--- src/rtl/cfg_update_scheduler_pkg.sv ---
// Shared types and default widths for the sensor configuration path.
// Latency: n/a (declarations only).
// Backpressure: n/a.
package cfg_update_scheduler_pkg;

    // Defaults shared with the I2C slave and the config transmitter
    localparam int CFG_N_REGS         = 8;
    localparam int CFG_ADDR_W         = 3;
    localparam int CFG_DATA_W         = 16;
    localparam int CFG_TIMEOUT_CYCLES = 4800;   // 100 us at 48 MHz
    localparam int CFG_UPD_CNT_W      = 8;

    // Update scheduler FSM states
    typedef enum logic [1:0] {
        ST_IDLE  = 2'd0,
        ST_LATCH = 2'd1,
        ST_SEND  = 2'd2,
        ST_WAIT  = 2'd3
    } state_t;

endpackage

--- src/rtl/cfg_update_scheduler_if.sv ---
// Bundles the I2C write port, window input, serializer handshake and status.
// Latency: n/a (wiring only).
// Backpressure: none; every strobe is a single-cycle pulse.
interface cfg_update_scheduler_if
    import cfg_update_scheduler_pkg::*;
#(
    parameter int ADDR_W = CFG_ADDR_W,
    parameter int DATA_W = CFG_DATA_W
) ();
    // I2C register interface side
    logic                     wr_en;
    logic [ADDR_W-1:0]        wr_addr;
    logic [DATA_W-1:0]        wr_data;
    logic                     force_all;
    // Frame decoder side
    logic                     cfg_window;
    // Config serializer side
    logic                     tx_start;
    logic                     tx_end;
    logic                     rd_en;
    logic [ADDR_W-1:0]        rd_addr;
    logic [DATA_W-1:0]        rd_data;
    // Status
    logic                     busy;
    logic                     timeout_err;
    logic                     err_clr;
    logic [CFG_UPD_CNT_W-1:0] update_cnt;

    // Environment side: drives the inputs of the scheduler
    modport master (
        output wr_en, wr_addr, wr_data, force_all, cfg_window,
               tx_end, rd_en, rd_addr, err_clr,
        input  tx_start, rd_data, busy, timeout_err, update_cnt
    );

    // Scheduler side
    modport slave (
        input  wr_en, wr_addr, wr_data, force_all, cfg_window,
               tx_end, rd_en, rd_addr, err_clr,
        output tx_start, rd_data, busy, timeout_err, update_cnt
    );
endinterface

--- src/rtl/cfg_update_scheduler_reg_bank.sv ---
// Shadow bank, active bank and dirty vector; commit copies shadow to active.
// Latency: writes/commit take effect next cycle; reads return 1 cycle after RD_EN.
// Backpressure: none; writes are always accepted, out-of-range ones dropped.
module cfg_reg_bank
    import cfg_update_scheduler_pkg::*;
#(
    parameter int N_REGS = CFG_N_REGS,
    parameter int ADDR_W = CFG_ADDR_W,
    parameter int DATA_W = CFG_DATA_W
) (
    input  logic              i_clk,
    input  logic              i_rst_n,
    input  logic              i_wr_en,
    input  logic [ADDR_W-1:0] i_wr_addr,
    input  logic [DATA_W-1:0] i_wr_data,
    input  logic              i_set_all,
    input  logic              i_commit,
    input  logic              i_rd_en,
    input  logic [ADDR_W-1:0] i_rd_addr,
    output logic [DATA_W-1:0] o_rd_data,
    output logic              o_any_dirty
);
    logic [DATA_W-1:0] r_shadow [N_REGS];
    logic [DATA_W-1:0] r_active [N_REGS];
    logic [N_REGS-1:0] r_dirty;
    logic [N_REGS-1:0] w_dirty_nxt;
    logic              w_wr_ok;
    logic              w_rd_in_range;

    // One extra bit so N_REGS == 2^ADDR_W does not truncate to zero
    assign w_wr_ok       = i_wr_en && ({1'b0, i_wr_addr} < (ADDR_W+1)'(N_REGS));
    assign w_rd_in_range = {1'b0, i_rd_addr} < (ADDR_W+1)'(N_REGS);
    assign o_any_dirty   = |r_dirty;

    // Shadow bank: written by the I2C side at any time
    always_ff @(posedge i_clk or negedge i_rst_n) begin
        if (!i_rst_n) begin
            for (int i = 0; i < N_REGS; i++) r_shadow[i] <= '0;
        end else if (w_wr_ok) begin
            r_shadow[i_wr_addr] <= i_wr_data;
        end
    end

    // Active bank: takes the pre-write shadow contents on commit only
    always_ff @(posedge i_clk or negedge i_rst_n) begin
        if (!i_rst_n) begin
            for (int i = 0; i < N_REGS; i++) r_active[i] <= '0;
        end else if (i_commit) begin
            for (int i = 0; i < N_REGS; i++) r_active[i] <= r_shadow[i];
        end
    end

    // Dirty next-state: commit clears, then writes and set-all override
    always_comb begin
        w_dirty_nxt = r_dirty;
        if (i_commit)  w_dirty_nxt = '0;
        if (w_wr_ok)   w_dirty_nxt[i_wr_addr] = 1'b1;
        if (i_set_all) w_dirty_nxt = '1;
    end

    // Dirty register; all set at reset so sensor defaults go out at the first window
    always_ff @(posedge i_clk or negedge i_rst_n) begin
        if (!i_rst_n) r_dirty <= '1;
        else          r_dirty <= w_dirty_nxt;
    end

    // Registered read port; holds value when not strobed
    always_ff @(posedge i_clk or negedge i_rst_n) begin
        if (!i_rst_n) begin
            o_rd_data <= '0;
        end else if (i_rd_en) begin
            o_rd_data <= w_rd_in_range ? r_active[i_rd_addr] : '0;
        end
    end
endmodule

--- src/rtl/cfg_update_scheduler.sv ---
// Commits dirty config at the start of a window, launches one transfer, supervises it.
// Latency: TX_START two cycles after the window edge; status updates one cycle after TX_END/timeout.
// Backpressure: window edges outside IDLE are dropped, never queued.
module cfg_update_scheduler
    import cfg_update_scheduler_pkg::*;
#(
    parameter int N_REGS         = CFG_N_REGS,
    parameter int ADDR_W         = CFG_ADDR_W,
    parameter int DATA_W         = CFG_DATA_W,
    parameter int TIMEOUT_CYCLES = CFG_TIMEOUT_CYCLES
) (
    input  logic                   i_clk,
    input  logic                   i_rst_n,
    cfg_update_scheduler_if.slave  if_cfg
);
    localparam int             CNT_W   = $clog2(TIMEOUT_CYCLES + 1);
    localparam logic [CNT_W-1:0] TMO_MAX = CNT_W'(TIMEOUT_CYCLES);

    state_t                   r_state;
    state_t                   w_state_nxt;
    logic                     r_cfg_prev;
    logic [CNT_W-1:0]         r_tmo_cnt;
    logic                     r_timeout_err;
    logic [CFG_UPD_CNT_W-1:0] r_update_cnt;
    logic                     w_win_rise;
    logic                     w_any_dirty;
    logic                     w_commit;
    logic                     w_tx_start;
    logic                     w_done;
    logic                     w_timeout;

    assign w_win_rise = if_cfg.cfg_window && !r_cfg_prev;

    // FSM state register
    always_ff @(posedge i_clk or negedge i_rst_n) begin
        if (!i_rst_n) r_state <= ST_IDLE;
        else          r_state <= w_state_nxt;
    end

    // FSM next-state and strobes; TX_END takes priority over timeout
    always_comb begin
        w_state_nxt = r_state;
        w_commit    = 1'b0;
        w_tx_start  = 1'b0;
        w_done      = 1'b0;
        w_timeout   = 1'b0;
        case (r_state)
            ST_IDLE: begin
                if (w_win_rise && w_any_dirty) w_state_nxt = ST_LATCH;
            end
            ST_LATCH: begin
                w_commit    = 1'b1;
                w_state_nxt = ST_SEND;
            end
            ST_SEND: begin
                w_tx_start  = 1'b1;
                w_state_nxt = ST_WAIT;
            end
            ST_WAIT: begin
                if (if_cfg.tx_end) begin
                    w_done      = 1'b1;
                    w_state_nxt = ST_IDLE;
                end else if (r_tmo_cnt == TMO_MAX) begin
                    w_timeout   = 1'b1;
                    w_state_nxt = ST_IDLE;
                end
            end
            default: w_state_nxt = ST_IDLE;
        endcase
    end

    // Window edge detector
    always_ff @(posedge i_clk or negedge i_rst_n) begin
        if (!i_rst_n) r_cfg_prev <= 1'b0;
        else          r_cfg_prev <= if_cfg.cfg_window;
    end

    // Timeout counter: 1 in the first WAIT cycle, so it equals cycles since TX_START
    always_ff @(posedge i_clk or negedge i_rst_n) begin
        if (!i_rst_n) begin
            r_tmo_cnt <= '0;
        end else if (r_state == ST_SEND) begin
            r_tmo_cnt <= CNT_W'(1);
        end else if (r_state == ST_WAIT && r_tmo_cnt != TMO_MAX) begin
            r_tmo_cnt <= r_tmo_cnt + CNT_W'(1);
        end
    end

    // Sticky timeout flag; a new timeout beats a simultaneous clear
    always_ff @(posedge i_clk or negedge i_rst_n) begin
        if (!i_rst_n)            r_timeout_err <= 1'b0;
        else if (w_timeout)      r_timeout_err <= 1'b1;
        else if (if_cfg.err_clr) r_timeout_err <= 1'b0;
    end

    // Completed-transfer counter, wraps naturally
    always_ff @(posedge i_clk or negedge i_rst_n) begin
        if (!i_rst_n)    r_update_cnt <= '0;
        else if (w_done) r_update_cnt <= r_update_cnt + CFG_UPD_CNT_W'(1);
    end

    // Timeout re-marks everything dirty so the next window retries
    cfg_reg_bank #(
        .N_REGS (N_REGS),
        .ADDR_W (ADDR_W),
        .DATA_W (DATA_W)
    ) u_reg_bank (
        .i_clk       (i_clk),
        .i_rst_n     (i_rst_n),
        .i_wr_en     (if_cfg.wr_en),
        .i_wr_addr   (if_cfg.wr_addr),
        .i_wr_data   (if_cfg.wr_data),
        .i_set_all   (if_cfg.force_all || w_timeout),
        .i_commit    (w_commit),
        .i_rd_en     (if_cfg.rd_en),
        .i_rd_addr   (if_cfg.rd_addr),
        .o_rd_data   (if_cfg.rd_data),
        .o_any_dirty (w_any_dirty)
    );

    assign if_cfg.tx_start    = w_tx_start;
    assign if_cfg.busy        = (r_state != ST_IDLE);
    assign if_cfg.timeout_err = r_timeout_err;
    assign if_cfg.update_cnt  = r_update_cnt;
endmodule
--- src/flat_wrapper.sv ---
// flat-port wrapper written by rule: the top's interface ports become plain ports
module cfg_update_scheduler_flat import cfg_update_scheduler_pkg::*;
#(
    parameter int N_REGS         = CFG_N_REGS,
    parameter int ADDR_W         = CFG_ADDR_W,
    parameter int DATA_W         = CFG_DATA_W,
    parameter int TIMEOUT_CYCLES = CFG_TIMEOUT_CYCLES
)
  (i_clk, i_rst_n, if_cfg_wr_en, if_cfg_wr_addr, if_cfg_wr_data, if_cfg_force_all, if_cfg_cfg_window, if_cfg_tx_end, if_cfg_rd_en, if_cfg_rd_addr, if_cfg_err_clr, if_cfg_tx_start, if_cfg_rd_data, if_cfg_busy, if_cfg_timeout_err, if_cfg_update_cnt);
  cfg_update_scheduler_if #(.ADDR_W(ADDR_W), .DATA_W(DATA_W)) if_cfg_i ();
  input  logic i_clk;
  input  logic i_rst_n;
  input wire logic [$bits(if_cfg_i.wr_en)-1:0] if_cfg_wr_en;
  input wire logic [$bits(if_cfg_i.wr_addr)-1:0] if_cfg_wr_addr;
  input wire logic [$bits(if_cfg_i.wr_data)-1:0] if_cfg_wr_data;
  input wire logic [$bits(if_cfg_i.force_all)-1:0] if_cfg_force_all;
  input wire logic [$bits(if_cfg_i.cfg_window)-1:0] if_cfg_cfg_window;
  input wire logic [$bits(if_cfg_i.tx_end)-1:0] if_cfg_tx_end;
  input wire logic [$bits(if_cfg_i.rd_en)-1:0] if_cfg_rd_en;
  input wire logic [$bits(if_cfg_i.rd_addr)-1:0] if_cfg_rd_addr;
  input wire logic [$bits(if_cfg_i.err_clr)-1:0] if_cfg_err_clr;
  output wire logic [$bits(if_cfg_i.tx_start)-1:0] if_cfg_tx_start;
  output wire logic [$bits(if_cfg_i.rd_data)-1:0] if_cfg_rd_data;
  output wire logic [$bits(if_cfg_i.busy)-1:0] if_cfg_busy;
  output wire logic [$bits(if_cfg_i.timeout_err)-1:0] if_cfg_timeout_err;
  output wire logic [$bits(if_cfg_i.update_cnt)-1:0] if_cfg_update_cnt;
  assign if_cfg_i.wr_en = if_cfg_wr_en;
  assign if_cfg_i.wr_addr = if_cfg_wr_addr;
  assign if_cfg_i.wr_data = if_cfg_wr_data;
  assign if_cfg_i.force_all = if_cfg_force_all;
  assign if_cfg_i.cfg_window = if_cfg_cfg_window;
  assign if_cfg_i.tx_end = if_cfg_tx_end;
  assign if_cfg_i.rd_en = if_cfg_rd_en;
  assign if_cfg_i.rd_addr = if_cfg_rd_addr;
  assign if_cfg_i.err_clr = if_cfg_err_clr;
  assign if_cfg_tx_start = if_cfg_i.tx_start;
  assign if_cfg_rd_data = if_cfg_i.rd_data;
  assign if_cfg_busy = if_cfg_i.busy;
  assign if_cfg_timeout_err = if_cfg_i.timeout_err;
  assign if_cfg_update_cnt = if_cfg_i.update_cnt;
  cfg_update_scheduler #(.N_REGS(N_REGS), .ADDR_W(ADDR_W), .DATA_W(DATA_W), .TIMEOUT_CYCLES(TIMEOUT_CYCLES)) u_core (.i_clk(i_clk), .i_rst_n(i_rst_n), .if_cfg(if_cfg_i));
endmodule
--- config.mk ---
export PLATFORM = sky130hd
export DESIGN_NAME = cfg_update_scheduler_flat
export DESIGN_NICKNAME = d
export VERILOG_FILES = /design/src/rtl/cfg_update_scheduler_pkg.sv /design/src/rtl/cfg_update_scheduler_if.sv /design/src/rtl/cfg_update_scheduler_reg_bank.sv /design/src/rtl/cfg_update_scheduler.sv /design/src/flat_wrapper.sv
export SDC_FILE = /design/constraint.sdc
export NUM_CORES = 1
export LEC_CHECK = 0
export BUFFER_PORTS_ARGS = -buffer_cell sky130_fd_sc_hd__buf_2
export CORE_MARGIN = 2
export CORE_UTILIZATION = 30
export DETAILED_ROUTE_END_ITERATION = 10
export PLACE_DENSITY = 0.47
export SYNTH_ARGS = -nofsm -noshare
export SYNTH_HDL_FRONTEND = slang
export SYNTH_SLANG_ARGS = --single-unit
--- constraint.sdc ---
create_clock -name i_clk -period 1.7 [get_ports i_clk]
set_input_delay 0.34 -clock i_clk [delete_from_list [all_inputs] [get_ports i_clk]]
set_output_delay 0.34 -clock i_clk [all_outputs]
set_load 0.02 [all_outputs]
# Word level (Yosys, flattened, before mapping)
# Index checks and enable logic that the tools add are counted.
# W data, S select, Z words.
classes:
  eq_ne: 7
  n_mux: 26
  add_sub_neg: 2
  n_reduce_logical: 13
  bitwise: 3
  magnitude_cmp: 5
ops:
  columns: ["op", "count"]
  rows:
  - ["$bwmux W128", 1]
  - ["$bmux W16 S3", 1]
  - ["$demux W16 S3", 1]
  - ["$mux W16", 3]
  - ["$mux W13", 2]
  - ["$mux W8", 3]
  - ["$add A13 B1 Y13 const B", 1]
  - ["$eq A13 B13 Y1 const B", 1]
  - ["$ne A13 B13 Y1 const B", 1]
  - ["$mux W1", 10]
  - ["$add A8 B1 Y8 const B", 1]
  - ["$ge A4 B4 Y1 const B", 2]
  - ["$not A3 Y4", 2]
  - ["$or A8 B8 Y8", 1]
  - ["$pmux W2 S4", 1]
  - ["$reduce_or A8 Y1", 1]
  - ["$mux W2", 3]
  - ["$reduce_bool A2 Y1", 3]
  - ["$logic_and A1 B1 Y1", 5]
  - ["$eq A2 B2 Y1 const B", 2]
  - ["$lt A3 B4 Y1 const B", 1]
  - ["$lt A4 B1 Y1 const B", 1]
  - ["$demux W1 S3", 1]
  - ["$ge A3 B1 Y1 const B", 1]
  - ["other kinds (7)", 7]
totals:
  input_bits: 30
  word_cells: 79
  output_inout_bits: 27
  reg_bits: 305

# Logic depth before layout (Yosys ltp)
depth:
  word_depth: 7
  mapped_depth: 6
  mapped_depth_nobuf: 6

# Hierarchy
# From an unflattened synthesis, not the netlist that was laid out.
unflattened:
  hier_cells: 877
  hier_area_um2: 12947.4
by_module_without_submodules:
  columns: ["module", "area_per_inst_um2", "n_inst", "cells_each", "seq_area_each_um2"]
  rows:
  - ["cfg_reg_bank", 11649.9, 1, 757, 7016.7]
  - ["cfg_update_scheduler", 1297.5, 1, 120, 625.6]

# Least setup slack after synthesis
# Ideal clock, no wire load.
synth_path:
  kind: "register to register"
  start: "register u_core.r_tmo_cnt[0]"
  end: "register u_core.r_state[1]"
  t_arrival_ns: 1.634
  t_required_ns: 1.575
  n_path_buf: 0
  setup_slack_ns: -0.059
  period_less_slack_ns: 1.759
  stages_incl_launch_ff: 7
  path_cell_list: "dfrtp_1 -> inv_1 -> ha_1 -> nor4b_1 -> nand3_1 -> a22oi_1 -> mux2_2"
synth_between:
  elab_chain_cells: 3
synth_lines:
  columns: ["element", "line_no", "text"]
  rows:
  - ["from (decl)", "cfg_update_scheduler.sv:22", "logic [CNT_W-1:0] r_tmo_cnt;"]
  - ["from (signal assigned)", "cfg_update_scheduler.sv:85", "r_tmo_cnt <= r_tmo_cnt + CNT_W'(1);"]
  - ["$eq A13 B13 Y1", "cfg_update_scheduler.sv:63", "end else if (r_tmo_cnt == TMO_MAX) begin"]
  - ["$ne A3 B2 Y1 (no source line)", null, null]
  - ["$reduce_and A2 Y1 (no source line)", null, null]
  - ["to (signal assigned)", "cfg_update_scheduler.sv:37", "else r_state <= w_state_nxt;"]
  - ["to (decl)", "cfg_update_scheduler.sv:19", "state_t r_state;"]
# Every way passes these cells.
# A chain may end at the register's enable or synchronous reset.

# Worst setup path after layout
layout_path:
  start: "register u_core.r_state[0]"
  end: "output port if_cfg_busy"
layout_between:
  elab_chain_cells: 1
layout_lines:
  columns: ["element", "line_no", "text"]
  rows:
  - ["$reduce_bool A2 Y1", "cfg_update_scheduler.sv:122", "assign if_cfg.busy = (r_state != ST_IDLE);"]
  - ["to (decl)", "flat_wrapper.sv:24", "output wire logic [$bits(if_cfg_i.busy)-1:0] if_cfg_busy;"]
# Every way passes these cells.

==> run metrics <==
worst hold slack across all endpoints 79.2 ps; clock transition time at the flip-flop clock pins of the worst setup and hold paths 60 ps; sequential power share 42.2%; DRC violation count after routing 0; area growth from synthesis to layout 24.4%; Max Fclk 0.575 GHz; element type at the critical path end primary output; # nets final 976; CTS tree yes; final slew viol count 0; highest net fanout along the worst path 3; Worst Tran Pin Value 434 ps; buffer levels on the longest clock path 3; violations in the final reports negative setup slack; aggregate global-route resource usage 13.6%; die footprint 0.0437 mm²; proportion of total power due to net switching 27.5%; routed via count 7051; number of port buffers 56; warning count from the yosys run 0; peak per-stage delay on the critical path 390 ps; wire length of the first global-routing pass 45500 µm; number of max-capacitance violations reported 0; pre-CTS worst setup slack -65.0 ps; cell type with the highest aggregate area in the netlist sky130_fd_sc_hd__dfrtp_1; slowest stage cell on the critical path sky130_fd_sc_hd__dfrtp_1; setup slack of the most critical reg-to-reg path -10 ps; Critical Path, Cell by Cell buf_6 -> inv_8 -> ha_4 -> inv_2 -> buf_6; Detail Route Antenna Nets 0; cell type with the highest occurrence count on the critical path sky130_fd_sc_hd__buf_6; post-synthesis net count 846; most frequent cells in the layout sky130_fd_sc_hd__dfrtp_1, sky130_fd_sc_hd__mux2_2, sky130_fd_sc_hd__buf_2; setup violators final 3; hpwl dp 16900 µm; internal power 19.3 mW; clock buffers created by TritonCTS 37; largest net degree at the start of global routing 54; initial antenna violation count 0; ranking of synthesized cells by area sky130_fd_sc_hd__dfrtp_1, sky130_fd_sc_hd__mux2_2, sky130_fd_sc_hd__mux4_2; die height 209 µm; number of global-route vias before repair 7438; Final Critical Period 1740 ps; Max H-tree Level 2; Final Wtd Congestion 0.714; final period utilization 102%; remaining max-slew budget at the tightest pin 71.1%; most frequent standard cell in the layout excluding fill and tap cells sky130_fd_sc_hd__dfrtp_1; Diodes inserted 0; worst skew pair latency 540 ps; average wire length per cell after detail routing 19.0 µm; effective utilization at floorplan 30.3%; setup skew after layout 6.61 ps; number of DRC markers after the initial detailed-route iteration 410; crit-path leading delay family flip-flops; path type of the worst min-delay path in2reg; fraction of layout instances using a drive strength above 1 53.3%; post-synthesis average cell area 15.6 µm²; setup repair after global routing missed its margin yes; total global routing overflow 0; first-pass detailed-route iteration total 4; share of the synthesized area in the top cell type 59.0%; Total Negative Setup Slacks -59.4 ps; switching power 7.30 mW; number of cell rows 75; WP buf/inv 4; final critical-path setup slack -40.6 ps; Setup crit start kind flop; largest voltage drop on the vdd net 0.601 mV; status finished with violations; Comb pwr share 27.9%; Setup CP Type reg2out; CP Data Arrival Time 1400 ps; count of unique library cells instantiated by Yosys 41; Die X 209 µm; proportion of synthesized chip area in sequential cells 60.6%; Final Hold Violating Endpoints 0; required time of the critical path 1360 ps; power after layout 26.6 mW; Via density 4.69; I/O pin cnt 57; leakage power figure 6.79 nW; Synth Instances 808; portion of total power attributed to the clock network 29.8%; PD cells 1700 mW/mm²; Placeable Area 0.0417 mm²; overall routed net length 28600 µm; cell at the root of the clock tree sky130_fd_sc_hd__clkbuf_16; flop and latch count out of synthesis 305; post-synthesis instance area 0.0126 mm²; Sink Count 305
-- state kept, by name, summed over array words and instances, names as in the netlist --
| signal | flops |
|---|---|
| u_core.u_reg_bank.o_rd_data | 16 |
| u_core.r_state | 2 |
| u_core.r_tmo_cnt | 13 |
| u_core.u_reg_bank.r_active | 128 |
| u_core.if_cfg.update_cnt | 8 |
| u_core.r_cfg_prev | 1 |
| u_core.if_cfg.timeout_err | 1 |
| u_core.u_reg_bank.r_dirty | 8 |
| u_core.u_reg_bank.r_shadow | 128 |
-- worst paths after layout --
check / start / to / cells after the start
setup / recovery: u_core.r_state[0] / if_cfg_busy / 5
hold / removal: if_cfg_force_all / u_core.u_reg_bank.r_dirty[7] / 3
setup reg to reg: u_core.r_tmo_cnt[1] / u_core.if_cfg.timeout_err / 8
hold reg to reg: u_core.if_cfg.update_cnt[7] / u_core.if_cfg.update_cnt[7] / 1
max in group asynchronous: i_rst_n / u_core.u_reg_bank.r_active[37] / 3
min in group asynchronous: i_rst_n / u_core.r_tmo_cnt[5] / 2
-- metal layers --
layer,up-vias,track usage [%],wire [µm]
li1,3189,-,-
met1,3745,18.6,13600
met2,79,21.8,13600
met3,38,2.51,845
met4,0,4.56,612
met5,-,0,0
-- power groups by stage --
stage	clock network, mW	logic, mW	registers, mW
2_1_floorplan	0	4.92	11.1
3_3_place_gp	0	6.74	11.3
3_5_place_dp	0	6.86	11.4
4_1_cts	8.21	7.15	11.3
5_1_grt	8.51	8.07	11.6
6_report	7.94	7.43	11.2
-- cells by family after synthesis --
group	after synthesis	synth area share (%)
adders and majority gates	8	0.794
AOI/OAI and AO/OA	34	1.54
muxes	308	30.2
and+or+nand+nor	89	4.10
xor gates and xnor gates	15	1.04
buffers and inverters	49	1.70
DFF	305	60.6
-- tightest hold or removal path: stages --
cell                      delay, ps
sky130_fd_sc_hd__buf_2          120
sky130_fd_sc_hd__a21oi_4         70
sky130_fd_sc_hd__nand3_2         60
-- per-stage QoR --
step	util [%]	instances	instance area, µm²
after floorplan	-	808	12600
after global placement	33.8	1416	14100
after detailed placement	33.8	1416	14100
after CTS	37.2	1491	15500
after global routing	37.6	1504	15700
final	37.6	1504	15700
-- cells in the mapped netlist (all sizes together) --
cell type,number
and4,1
mux4,32
nand4,7
xnor2,10
o21ai,5
nor3,5
dfstp,8
or4b,2
buf,20
nor2b,1
nor4,3
and2,1
nor2,25
and3,3
a21oi,25
clkbuf,21
mux2i,18
nand3,7
xor2,5
a22oi,1
nor4b,2
ha,8
mux2,258
dfrtp,297
nor3b,2
or3,5
nand4b,4
nand2b,2
a211o,1
nand2,18
and4b,1
a31oi,1
inv,8
o31ai,1
-- repair_timing --
item                                    4_1_cts  5_1_grt
buffers inserted                              6       12
gates cloned                                  0        1
resized for setup                            24       12
endpoints found under the setup margin       13      111
endpoints found under the hold margin        34        0
pin swaps                                     4        4
hold buffers                                  3        0
-- layout make-up --
class                   instances  area [µm²]
fillers                      3960       26000
flip-flops and latches        305        7640
multi-input cells             454        4890
inverters                       8        37.5
well taps                     539         674
clock buffers                  56        1130
clock inverters                10         106
repair buffers                132        1200
(Power assumes the default switching activity.)
